--- config.mk ---
export PLATFORM = sky130hd
export DESIGN_NAME = mmio_uart_tx
export DESIGN_NICKNAME = d
export VERILOG_FILES = /design/src/rtl/mmio_uart_tx_pkg.sv /design/src/rtl/sync_fifo.sv /design/src/rtl/mmio_uart_tx.sv
export SDC_FILE = /design/constraint.sdc
export NUM_CORES = 1
export LEC_CHECK = 0
export ABC_AREA = 1
export CAP_MARGIN = 20
export CORE_MARGIN = 2
export CORE_UTILIZATION = 65
export DETAILED_ROUTE_END_ITERATION = 12
export DONT_BUFFER_PORTS = 1
export PLACE_DENSITY = 0.84
export SYNTH_ARGS = -nofsm -noshare
export SYNTH_HDL_FRONTEND = slang
export SYNTH_SLANG_ARGS = --single-unit
--- constraint.sdc ---
create_clock -name clk -period 5.6 [get_ports clk]
set_input_delay 1.12 -clock clk [delete_from_list [all_inputs] [get_ports clk]]
set_output_delay 1.12 -clock clk [all_outputs]
set_load 0.005 [all_outputs]
--- src/rtl/mmio_uart_tx_pkg.sv ---
`default_nettype none
// ============================================================================
// Module      : mmio_uart_tx_pkg
// Description : Shared definitions for the memory-mapped UART transmitter.
//               Register offsets, STATUS bit positions and the 3-bit shifter
//               state encodings.
// Revision    : 1.0  initial release
// ============================================================================
package mmio_uart_tx_pkg;

    // Register offsets inside the 8-byte window
    localparam logic [31:0] UART_TXDATA_OFS = 32'h0000_0000;
    localparam logic [31:0] UART_STATUS_OFS = 32'h0000_0004;

    // STATUS bit positions
    localparam int STAT_FULL_BIT   = 0;
    localparam int STAT_EMPTY_BIT  = 1;
    localparam int STAT_ACTIVE_BIT = 2;
    localparam int STAT_OVF_BIT    = 3;
    localparam int STAT_PAR_BIT    = 4;
    localparam int STAT_CNT_LSB    = 8;
    localparam int STAT_CNT_W      = 4;

    // Shifter states
    typedef enum logic [2:0] {
        ST_IDLE   = 3'd0,
        ST_START  = 3'd1,
        ST_DATA   = 3'd2,
        ST_PARITY = 3'd3,
        ST_STOP   = 3'd4
    } tx_state_t;

endpackage
`default_nettype wire

--- src/rtl/sync_fifo.sv ---
`default_nettype none
// ============================================================================
// Module      : sync_fifo
// Description : Single-clock FIFO, first-word fall-through read port.
//               A simultaneous push and pop is accepted even when full.
// Ports       : clk, rst (async, active-high), i_push, i_pop, i_din,
//               o_dout, o_full, o_empty, o_count
// Revision    : 1.0  initial release
// ============================================================================
module sync_fifo #(
    parameter int WIDTH = 8,
    parameter int DEPTH = 8
) (
    input  logic                     clk,
    input  logic                     rst,
    input  logic                     i_push,
    input  logic                     i_pop,
    input  logic [WIDTH-1:0]         i_din,
    output logic [WIDTH-1:0]         o_dout,
    output logic                     o_full,
    output logic                     o_empty,
    output logic [$clog2(DEPTH):0]   o_count
);

    localparam int c_AW = $clog2(DEPTH);

    logic [WIDTH-1:0] r_mem [DEPTH];
    logic [c_AW-1:0]  r_wr_ptr;
    logic [c_AW-1:0]  r_rd_ptr;
    logic [c_AW:0]    r_count;
    logic             w_push_ok;
    logic             w_pop_ok;

    assign o_full  = (r_count == (c_AW+1)'(DEPTH));
    assign o_empty = (r_count == '0);
    assign o_count = r_count;
    assign o_dout  = r_mem[r_rd_ptr];

    // When full, a push is only accepted if a pop frees the slot this cycle
    assign w_push_ok = i_push && (!o_full || i_pop);
    assign w_pop_ok  = i_pop && !o_empty;

    always_ff @(posedge clk or posedge rst) begin
        if (rst) begin
            r_wr_ptr <= '0;
            r_rd_ptr <= '0;
            r_count  <= '0;
        end else begin
            if (w_push_ok) r_wr_ptr <= r_wr_ptr + c_AW'(1);
            if (w_pop_ok)  r_rd_ptr <= r_rd_ptr + c_AW'(1);
            case ({w_push_ok, w_pop_ok})
                2'b10:   r_count <= r_count + (c_AW+1)'(1);
                2'b01:   r_count <= r_count - (c_AW+1)'(1);
                default: r_count <= r_count;
            endcase
        end
    end

    // Storage needs no reset: contents are only visible through the count
    always_ff @(posedge clk) begin
        if (w_push_ok) r_mem[r_wr_ptr] <= i_din;
    end

endmodule
`default_nettype wire

--- src/rtl/mmio_uart_tx.sv ---
`default_nettype none
// ============================================================================
// Module      : mmio_uart_tx
// Description : Memory-mapped UART transmitter. Decodes core stores into a
//               TX FIFO, serialises bytes as 8N1 (or 8E1) frames on txd and
//               returns a combinational STATUS word for polling.
// Ports       : clk, rst (async, active-high), addr, wdata, we  -> inputs
//               rdata, sel, txd, busy                          -> outputs
// Config      : define UART_TX_PARITY_EN to insert an even-parity bit.
// Revision    : 1.0  initial release
// ============================================================================
module mmio_uart_tx
    import mmio_uart_tx_pkg::*;
#(
    parameter logic [31:0] BASE_ADDR    = 32'hFFFF0000,
    parameter int          FIFO_DEPTH   = 8,
    parameter int          CLKS_PER_BIT = 868
) (
    input  logic        clk,
    input  logic        rst,
    input  logic [31:0] addr,
    input  logic [31:0] wdata,
    input  logic [3:0]  we,
    output logic [31:0] rdata,
    output logic        sel,
    output logic        txd,
    output logic        busy
);

    localparam int          c_CW          = $clog2(FIFO_DEPTH) + 1;
    localparam int          c_BW          = $clog2(CLKS_PER_BIT);
    localparam int          c_CNT_BITS    = (c_CW < STAT_CNT_W) ? c_CW : STAT_CNT_W;
    localparam logic [c_BW-1:0] c_BAUD_LAST = c_BW'(CLKS_PER_BIT - 1);
    localparam logic [29:0] c_TXDATA_WORD = BASE_ADDR[31:2] + UART_TXDATA_OFS[31:2];
    localparam logic [29:0] c_STATUS_WORD = BASE_ADDR[31:2] + UART_STATUS_OFS[31:2];
`ifdef UART_TX_PARITY_EN
    localparam tx_state_t   c_AFTER_DATA  = ST_PARITY;
    localparam logic        c_PAR_FLAG    = 1'b1;
`else
    localparam tx_state_t   c_AFTER_DATA  = ST_STOP;
    localparam logic        c_PAR_FLAG    = 1'b0;
`endif

    // ---------------- decode ----------------
    logic            w_txdata_hit, w_status_hit, w_push, w_pop;
    logic            w_full, w_empty, w_push_ok, w_fifo_nz_next;
    logic [7:0]      w_dout;
    logic [c_CW-1:0] w_count;
    logic            r_ovf;
    logic [31:0]     w_status;
    logic            w_unused;

    assign sel          = (addr[31:3] == BASE_ADDR[31:3]);
    assign w_txdata_hit = (addr[31:2] == c_TXDATA_WORD);
    assign w_status_hit = (addr[31:2] == c_STATUS_WORD);
    assign w_push       = w_txdata_hit && we[0];
    assign w_unused     = ^{addr[1:0], wdata[31:8]};

    sync_fifo #(
        .WIDTH (8),
        .DEPTH (FIFO_DEPTH)
    ) u_fifo (
        .clk     (clk),
        .rst     (rst),
        .i_push  (w_push),
        .i_pop   (w_pop),
        .i_din   (wdata[7:0]),
        .o_dout  (w_dout),
        .o_full  (w_full),
        .o_empty (w_empty),
        .o_count (w_count)
    );

    // Occupancy after the coming edge, so busy can be registered
    assign w_push_ok      = w_push && (!w_full || w_pop);
    assign w_fifo_nz_next = w_push_ok || (w_count > {{(c_CW-1){1'b0}}, w_pop});

    always_ff @(posedge clk or posedge rst) begin
        if (rst)                                 r_ovf <= 1'b0;
        else if (w_push && w_full && !w_pop)     r_ovf <= 1'b1;
        else if (w_status_hit && (we != 4'b0))   r_ovf <= 1'b0;
    end

    // ---------------- shifter FSM ----------------
    tx_state_t       r_state, w_state_next;
    logic [c_BW-1:0] r_baud, w_baud_next;
    logic [2:0]      r_bit_idx, w_bit_next;
    logic [7:0]      r_shift, w_shift_next;
    logic            r_txd, w_txd_next;
    logic            r_busy;
    logic            w_baud_done;
`ifdef UART_TX_PARITY_EN
    logic            r_par, w_par_next;
`endif

    assign w_baud_done = (r_baud == c_BAUD_LAST);

    always_ff @(posedge clk or posedge rst) begin
        if (rst) begin
            r_state   <= ST_IDLE;
            r_baud    <= '0;
            r_bit_idx <= '0;
            r_shift   <= '0;
            r_txd     <= 1'b1;
            r_busy    <= 1'b0;
`ifdef UART_TX_PARITY_EN
            r_par     <= 1'b0;
`endif
        end else begin
            r_state   <= w_state_next;
            r_baud    <= w_baud_next;
            r_bit_idx <= w_bit_next;
            r_shift   <= w_shift_next;
            r_txd     <= w_txd_next;
            r_busy    <= (w_state_next != ST_IDLE) || w_fifo_nz_next;
`ifdef UART_TX_PARITY_EN
            r_par     <= w_par_next;
`endif
        end
    end

    always_comb begin
        w_state_next = r_state;
        w_baud_next  = r_baud;
        w_bit_next   = r_bit_idx;
        w_shift_next = r_shift;
        w_pop        = 1'b0;
`ifdef UART_TX_PARITY_EN
        w_par_next   = r_par;
`endif
        case (r_state)
            ST_IDLE: begin
                if (!w_empty) begin
                    w_pop        = 1'b1;
                    w_shift_next = w_dout;
                    w_baud_next  = '0;
                    w_state_next = ST_START;
`ifdef UART_TX_PARITY_EN
                    w_par_next   = ^w_dout;
`endif
                end
            end
            ST_START: begin
                if (w_baud_done) begin
                    w_baud_next  = '0;
                    w_bit_next   = '0;
                    w_state_next = ST_DATA;
                end else begin
                    w_baud_next  = r_baud + c_BW'(1);
                end
            end
            ST_DATA: begin
                if (w_baud_done) begin
                    w_baud_next  = '0;
                    w_shift_next = {1'b0, r_shift[7:1]};
                    if (r_bit_idx == 3'd7) w_state_next = c_AFTER_DATA;
                    else                   w_bit_next   = r_bit_idx + 3'd1;
                end else begin
                    w_baud_next  = r_baud + c_BW'(1);
                end
            end
`ifdef UART_TX_PARITY_EN
            ST_PARITY: begin
                if (w_baud_done) begin
                    w_baud_next  = '0;
                    w_state_next = ST_STOP;
                end else begin
                    w_baud_next  = r_baud + c_BW'(1);
                end
            end
`endif
            ST_STOP: begin
                if (w_baud_done) begin
                    w_baud_next = '0;
                    // Back-to-back: next start bit follows the stop bit directly
                    if (!w_empty) begin
                        w_pop        = 1'b1;
                        w_shift_next = w_dout;
                        w_state_next = ST_START;
`ifdef UART_TX_PARITY_EN
                        w_par_next   = ^w_dout;
`endif
                    end else begin
                        w_state_next = ST_IDLE;
                    end
                end else begin
                    w_baud_next = r_baud + c_BW'(1);
                end
            end
            default: w_state_next = ST_IDLE;
        endcase

        // txd is registered from the state being entered
        case (w_state_next)
            ST_START:  w_txd_next = 1'b0;
            ST_DATA:   w_txd_next = w_shift_next[0];
`ifdef UART_TX_PARITY_EN
            ST_PARITY: w_txd_next = w_par_next;
`endif
            default:   w_txd_next = 1'b1;
        endcase
    end

    assign txd  = r_txd;
    assign busy = r_busy;

    // ---------------- status / read mux ----------------
    always_comb begin
        w_status                                  = '0;
        w_status[STAT_FULL_BIT]                   = w_full;
        w_status[STAT_EMPTY_BIT]                  = w_empty;
        w_status[STAT_ACTIVE_BIT]                 = (r_state != ST_IDLE);
        w_status[STAT_OVF_BIT]                    = r_ovf;
        w_status[STAT_PAR_BIT]                    = c_PAR_FLAG;
        w_status[STAT_CNT_LSB +: c_CNT_BITS]      = w_count[c_CNT_BITS-1:0];
    end

    assign rdata = w_status_hit ? w_status : 32'h0;

endmodule
`default_nettype wire

; ---- Word-level counts from Yosys, hierarchy flattened
; Memory sizes are Yosys's and may differ from the RTL's.
; Cells that the tools add are included.
[classes]
n_addsub = 6
mul = 0
n_div = 0
n_lt_le_gt_ge = 1
n_eq_ne = 18
shift = 0
n_mux = 28
n_bitwise = 0
n_reduce_logical = 26
[ops]
columns = cell, count
row1 = "== test 30 bit, second input constant", 2
row2 = "== test 29 bit, second input constant", 1
row3 = 2-to-1 mux 3 bit, 8
row4 = 2-to-1 mux 8 bit, 3
row5 = one-hot mux 8 bit (3 select lines), 1
row6 = 2-to-1 mux 10 bit, 2
row7 = one-hot mux 10 bit (2 select lines), 1
row8 = 2-to-1 mux 12 bit, 1
row9 = one-hot mux 3 bit (4 select lines), 1
row10 = "adder 10 x 1 -> 10 bit, second input constant", 1
row11 = "== test 10 bit, second input constant", 1
row12 = "!= test 2 bit, second input constant", 5
row13 = "adder 3 x 1 -> 3 bit, second input constant", 3
row14 = nonzero test 3 bit, 3
row15 = one-hot mux 4 bit (2 select lines), 1
row16 = nonzero test 2 bit, 4
row17 = 2-to-1 mux 1 bit, 7
row18 = "== test 3 x 1 -> 1 bit, second input constant", 2
row19 = "== test 3 x 2 -> 1 bit, second input constant", 2
row20 = "== test 3 bit, second input constant", 2
row21 = logical AND 1 bit, 6
row22 = one-hot mux 3 bit (2 select lines), 1
row23 = "adder 4 x 1 -> 4 bit, second input constant", 1
row24 = "== test 4 bit, second input constant", 1
row25 = 14 further kinds, 19
[word_totals]
register_bits = 37
latchBits = 0
ram_bits = 64
mem_bits_ro = 0
in_bits = 70
output_inout_bits = 35
elab_cells = 91
memories = 1
[memory_table]
columns = name, depth, word_bits, rd, rd_ports_with_merged_regs, write_ports, line
row1 = u_fifo.r_mem, 8, 8, 1, 0, 1, sync_fifo.sv:27  ; logic [WIDTH-1:0] r_mem [DEPTH];

; ---- Logic depth before layout (Yosys ltp)
[depth]
depth_word = 8
ltp_mapped = 15

; ---- By module
; From an unflattened synthesis, not the netlist that was laid out.
[hier_totals]
cells_unflattened = 630
area_unflattened_um2 = 5323.9
[modules_own_cells]
columns = mod, n_inst, cells_per_inst, area_each_um2, seq_area_each_um2
row1 = sync_fifo, 1, 366, 3413.3, 2172.1
row2 = mmio_uart_tx, 1, 264, 1910.6, 676.9

; ---- Worst setup path after synthesis
; OpenSTA, ideal clock, no wires.
[synth_timing]
path_kind = input to output
startpoint = in addr[8]
endpoint = out rdata[2]
t_arrival_ps = 1910
t_required_ps = 4480
path_slack_ps = 2570
stages = 9
path_cell_list = inv_1 > nand2_1 > nor3_1 > nand2_1 > nor2_1 > nand2_1 > nor2_1 > inv_1 > a21oi_1
[synth_via]
elab_chain_cells = 2
[synth_lines]
columns = item, line
row1 = from (decl), mmio_uart_tx.sv:21  ; input logic [31:0] addr,
row2 = == test 30 bit, mmio_uart_tx.sv:55  ; assign w_status_hit = (addr[31:2] == c_STATUS_WORD);
row3 = 2-to-1 mux 12 bit, mmio_uart_tx.sv:218  ; assign rdata = w_status_hit ? w_status : 32'h0;
row4 = to (decl), mmio_uart_tx.sv:24  ; output logic [31:0] rdata,
; No other way between the ends.

; ---- Worst setup path in the final report
; Ends and elaborated chain as after synthesis.

==> impl_results.md <==
- Pins Over Slew Limit: 0
- Combinational group share of total power: 0.014
- Clock sink count: 101
- Worst hold path class: register to register
- # H-tree levels: 3
- FF+latch area: 2849 um2
- Crit-path max FO: 8
- Sequential share of power: 0.633
- Post-DP Area: 5201 um2
- Worst-Margin Slew: 1.052 ns
- CTS max path bufs: 2
- Post-synthesis sequential area ratio: 0.5475
- Worst-Skew Late Latency: 0.38 ns
- Worst Setup Path Type: primary input to output port
- # fillers: 571
- CTS tree: done
- Drt wl/cell: 14.88 um
- DRT iter0 DRCs: 248
- I/O pin count: 105
- Hold Buf Count CTS: 0
- Max_slew headroom: 0.2986
- Required time worst endpoint: 4.48 ns
- Largest net degree at the start of global routing: 38
- Initial Util: 0.6734
- Num CTS Buffers: 9
- NumNets Final: 661
- Setup Skew: 0.01234 ns
- Avg Cell Area, Syn: 8.926 um2
- First-pass GRT wire length: 17.04 mm
- Post-CTS resize count: 0
- Root buffer cell: clkbuf_8
- Die X-Extent: 93.48 um
- Critical path's largest stage delay: 0.21 ns
- Synth area leaders: edfxtp_1, dfrtp_1, nand2_1, nor2_1, nand3_1
- # diodes: 0
- FFs w/ async S/R, synth: 0.3663
- Core region area: 7727 um2
- Max Cap Viol: 0
- Synth Cell Area: 5204 um2
- Peak supply drop: 0.1982 mV
- DIE AREA: 8738 um2
- Final period utilization: 0.5848
- Detailed Routing Iterations Pass 1: 5
- Worst path cell trace: inv_1 > nand2_1 > nor3_1 > nand2_1 > nor2_1 > nand2_1 > nor2_1 > inv_1 > a21oi_1
- Net Sw Frac: 0.2255
- Fraction of layout cells with a size suffix above 1: 0.07143
- Multi-input gate area: 2011 um2
- IO Port Bufs: 0
- Yosys top cell area share: 0.3693
- Fin util: 0.6974
- Antenna viol nets, final: 0
- Crit path max-delay cell type: a21oi_1
- Clk slew on worst S/H paths: 0.11 ns
- Post-synth top area cell: edfxtp_1
- P_int: 970.1 uW
- Worst Setup Start Kind: primary input
- Final setup fails: 0
- Row cnt: 32
- Area grow syn2layout: 3.559%
- Gr ovfl total: 0
- RSZ-0062 raised after global routing: no
- Via/cell ratio: 5.622
- Most frequent cells after synthesis: nand2_1, nor2_1, edfxtp_1
- Final instance area: 5389 um2
- PwrDens: 232.4 nW/um2
- Layout Cells excl Fill: 690
- Final WS setup: 2.325 ns
- Final hold viol count: 0
- Clock power frac: 0.352
- Final WL: 10.27 mm
- Count of unique library cells instantiated by Yosys: 41
- Ys flop type: edfxtp_1
- GP Congestion: 0.8917
- Vias: 3879
- Die Y: 93.48 um
- Cell family with most CP delay: simple AND/OR/NAND/NOR gates
- Most numerous cell in the Yosys netlist: nand2_1
- Data arrival time at the worst-slack endpoint: 2.15 ns
- Number of synthesized flops with an enable pin: 64
- Most used cell, CP: nand2_1
- Max Freq: 305.4 MHz
- Yosys reg bits: 101
- Placed cells: 674
- Buffers & Inverters on Critical Path: 2
- Leakage: 2.187 nW
- Initial antenna violation count: 0
- Final worst path period need: 3.275 ns
- Status: complete, no violations
- Endpoint class of the critical path: output port
- Number of global-route vias before repair: 3723
- Syn. warnings: 0
- Post-CTS setup buffers: 0
- Synth Instances: 583
- Setup TNS Final: 0 ns
- Setup Slack @ Placement: 2.258 ns
- Post-DP HPWL: 7.079 mm
- Net switching power: 282.4 uW
- Gr usage total: 0.2501
- # DRC: 0
## state kept, by name (all words and copies together), names as in the netlist
name	count
u_fifo.r_rd_ptr	3
u_fifo.r_mem	64
r_bit_idx	3
txd	1
u_fifo.r_wr_ptr	3
busy	1
u_fifo.o_count	4
r_ovf	1
r_state	3
r_baud	10
r_shift	8
## worst min-delay path, stage by stage, from the launching register on
cell     delay, ns
dfrtp_1       0.36
nand2_1       0.06
nand2_1       0.05
## metal layers
layer	track usage	up-vias	wire length (um)
met2	0.4167	122	5243
met1	0.3152	1838	4252
li1	-	1898	-
met5	0	-	0
met4	0.1091	0	210
met3	0.05479	21	558
## placed cells by master (no fill, tap or decap), types with 2 or more instances in the layout
master / n
nand2_1: 114
nor2_1: 93
edfxtp_1: 64
inv_1: 51
nand3_1: 48
o21ai_0: 44
dfrtp_1: 36
conb_1: 24
nor3_1: 13
o22ai_1: 13
a21oi_1: 11
clkbuf_8: 9
nand4_1: 8
ha_1: 8
xor2_1: 5
nand2_2: 4
nor2_2: 4
nand3_2: 4
inv_2: 3
nand2_4: 3
inv_8: 3
nor2_4: 2
clkinv_1: 2
xnor2_1: 2
nor3b_1: 2
clkinv_4: 2
## metrics by stage
stage / power [mW] / hold slack [ns]
finish: 1.252 / 0.4883
detailed placement: 0.8273 / 0.4655
floorplan: 0.8363 / 0.4412
CTS: 1.257 / 0.4912
global placement: 0.8267 / 0.4620
global route: 1.290 / 0.5307
## area by class of cell
class,count,area share
Sequential cell,101,0.5287
Multi-Input combinational cell,415,0.3731
Inverter,55,0.03831
Tap cell,102,0.02368
Clock buffer,9,0.02299
Clock inverter,7,0.01184
Timing Repair Buffer,1,0.001393
## path summary, 6_finish.rpt
| check | from | end | slack (ns) | cells after the start |
|---|---|---|---|---|
| worst max-delay path | addr[8] | rdata[2] | 2.33 | 9 |
| worst min-delay path | r_ovf$_DFFE_PP0P_ | r_ovf$_DFFE_PP0P_ | 0.49 | 2 |
| worst min register to register | r_ovf$_DFFE_PP0P_ | r_ovf$_DFFE_PP0P_ | 0.49 | 2 |
| max in group asynchronous | rst | txd$_DFF_PP1_ | 4.52 | 2 |
| worst max register to register | u_fifo.r_rd_ptr[0]$_DFFE_PP0P_ | r_shift[0]$_DFF_PP0_ | 2.76 | 6 |
| min in group asynchronous | rst | busy$_DFF_PP0_ | 0.74 | 2 |
## power groups by stage
stage	logic, mW	clock network (mW)	registers [mW]
2_1_floorplan	0.0269	0	0.809
3_3_place_gp	0.0173	0	0.809
3_5_place_dp	0.0180	0	0.809
4_1_cts	0.0180	0.446	0.793
5_1_grt	0.0220	0.475	0.793
6_report	0.0179	0.441	0.793
## logic make-up after synthesis
logic type,synth area share
other cells,0.0007206
fa+ha+maj,0.01924
compound gates,0.07839
xor+xnor,0.01178
flops,0.5475
simple gates,0.2597
buf+inv,0.08271
No activity file was read; power rests on OpenSTA's default activity.
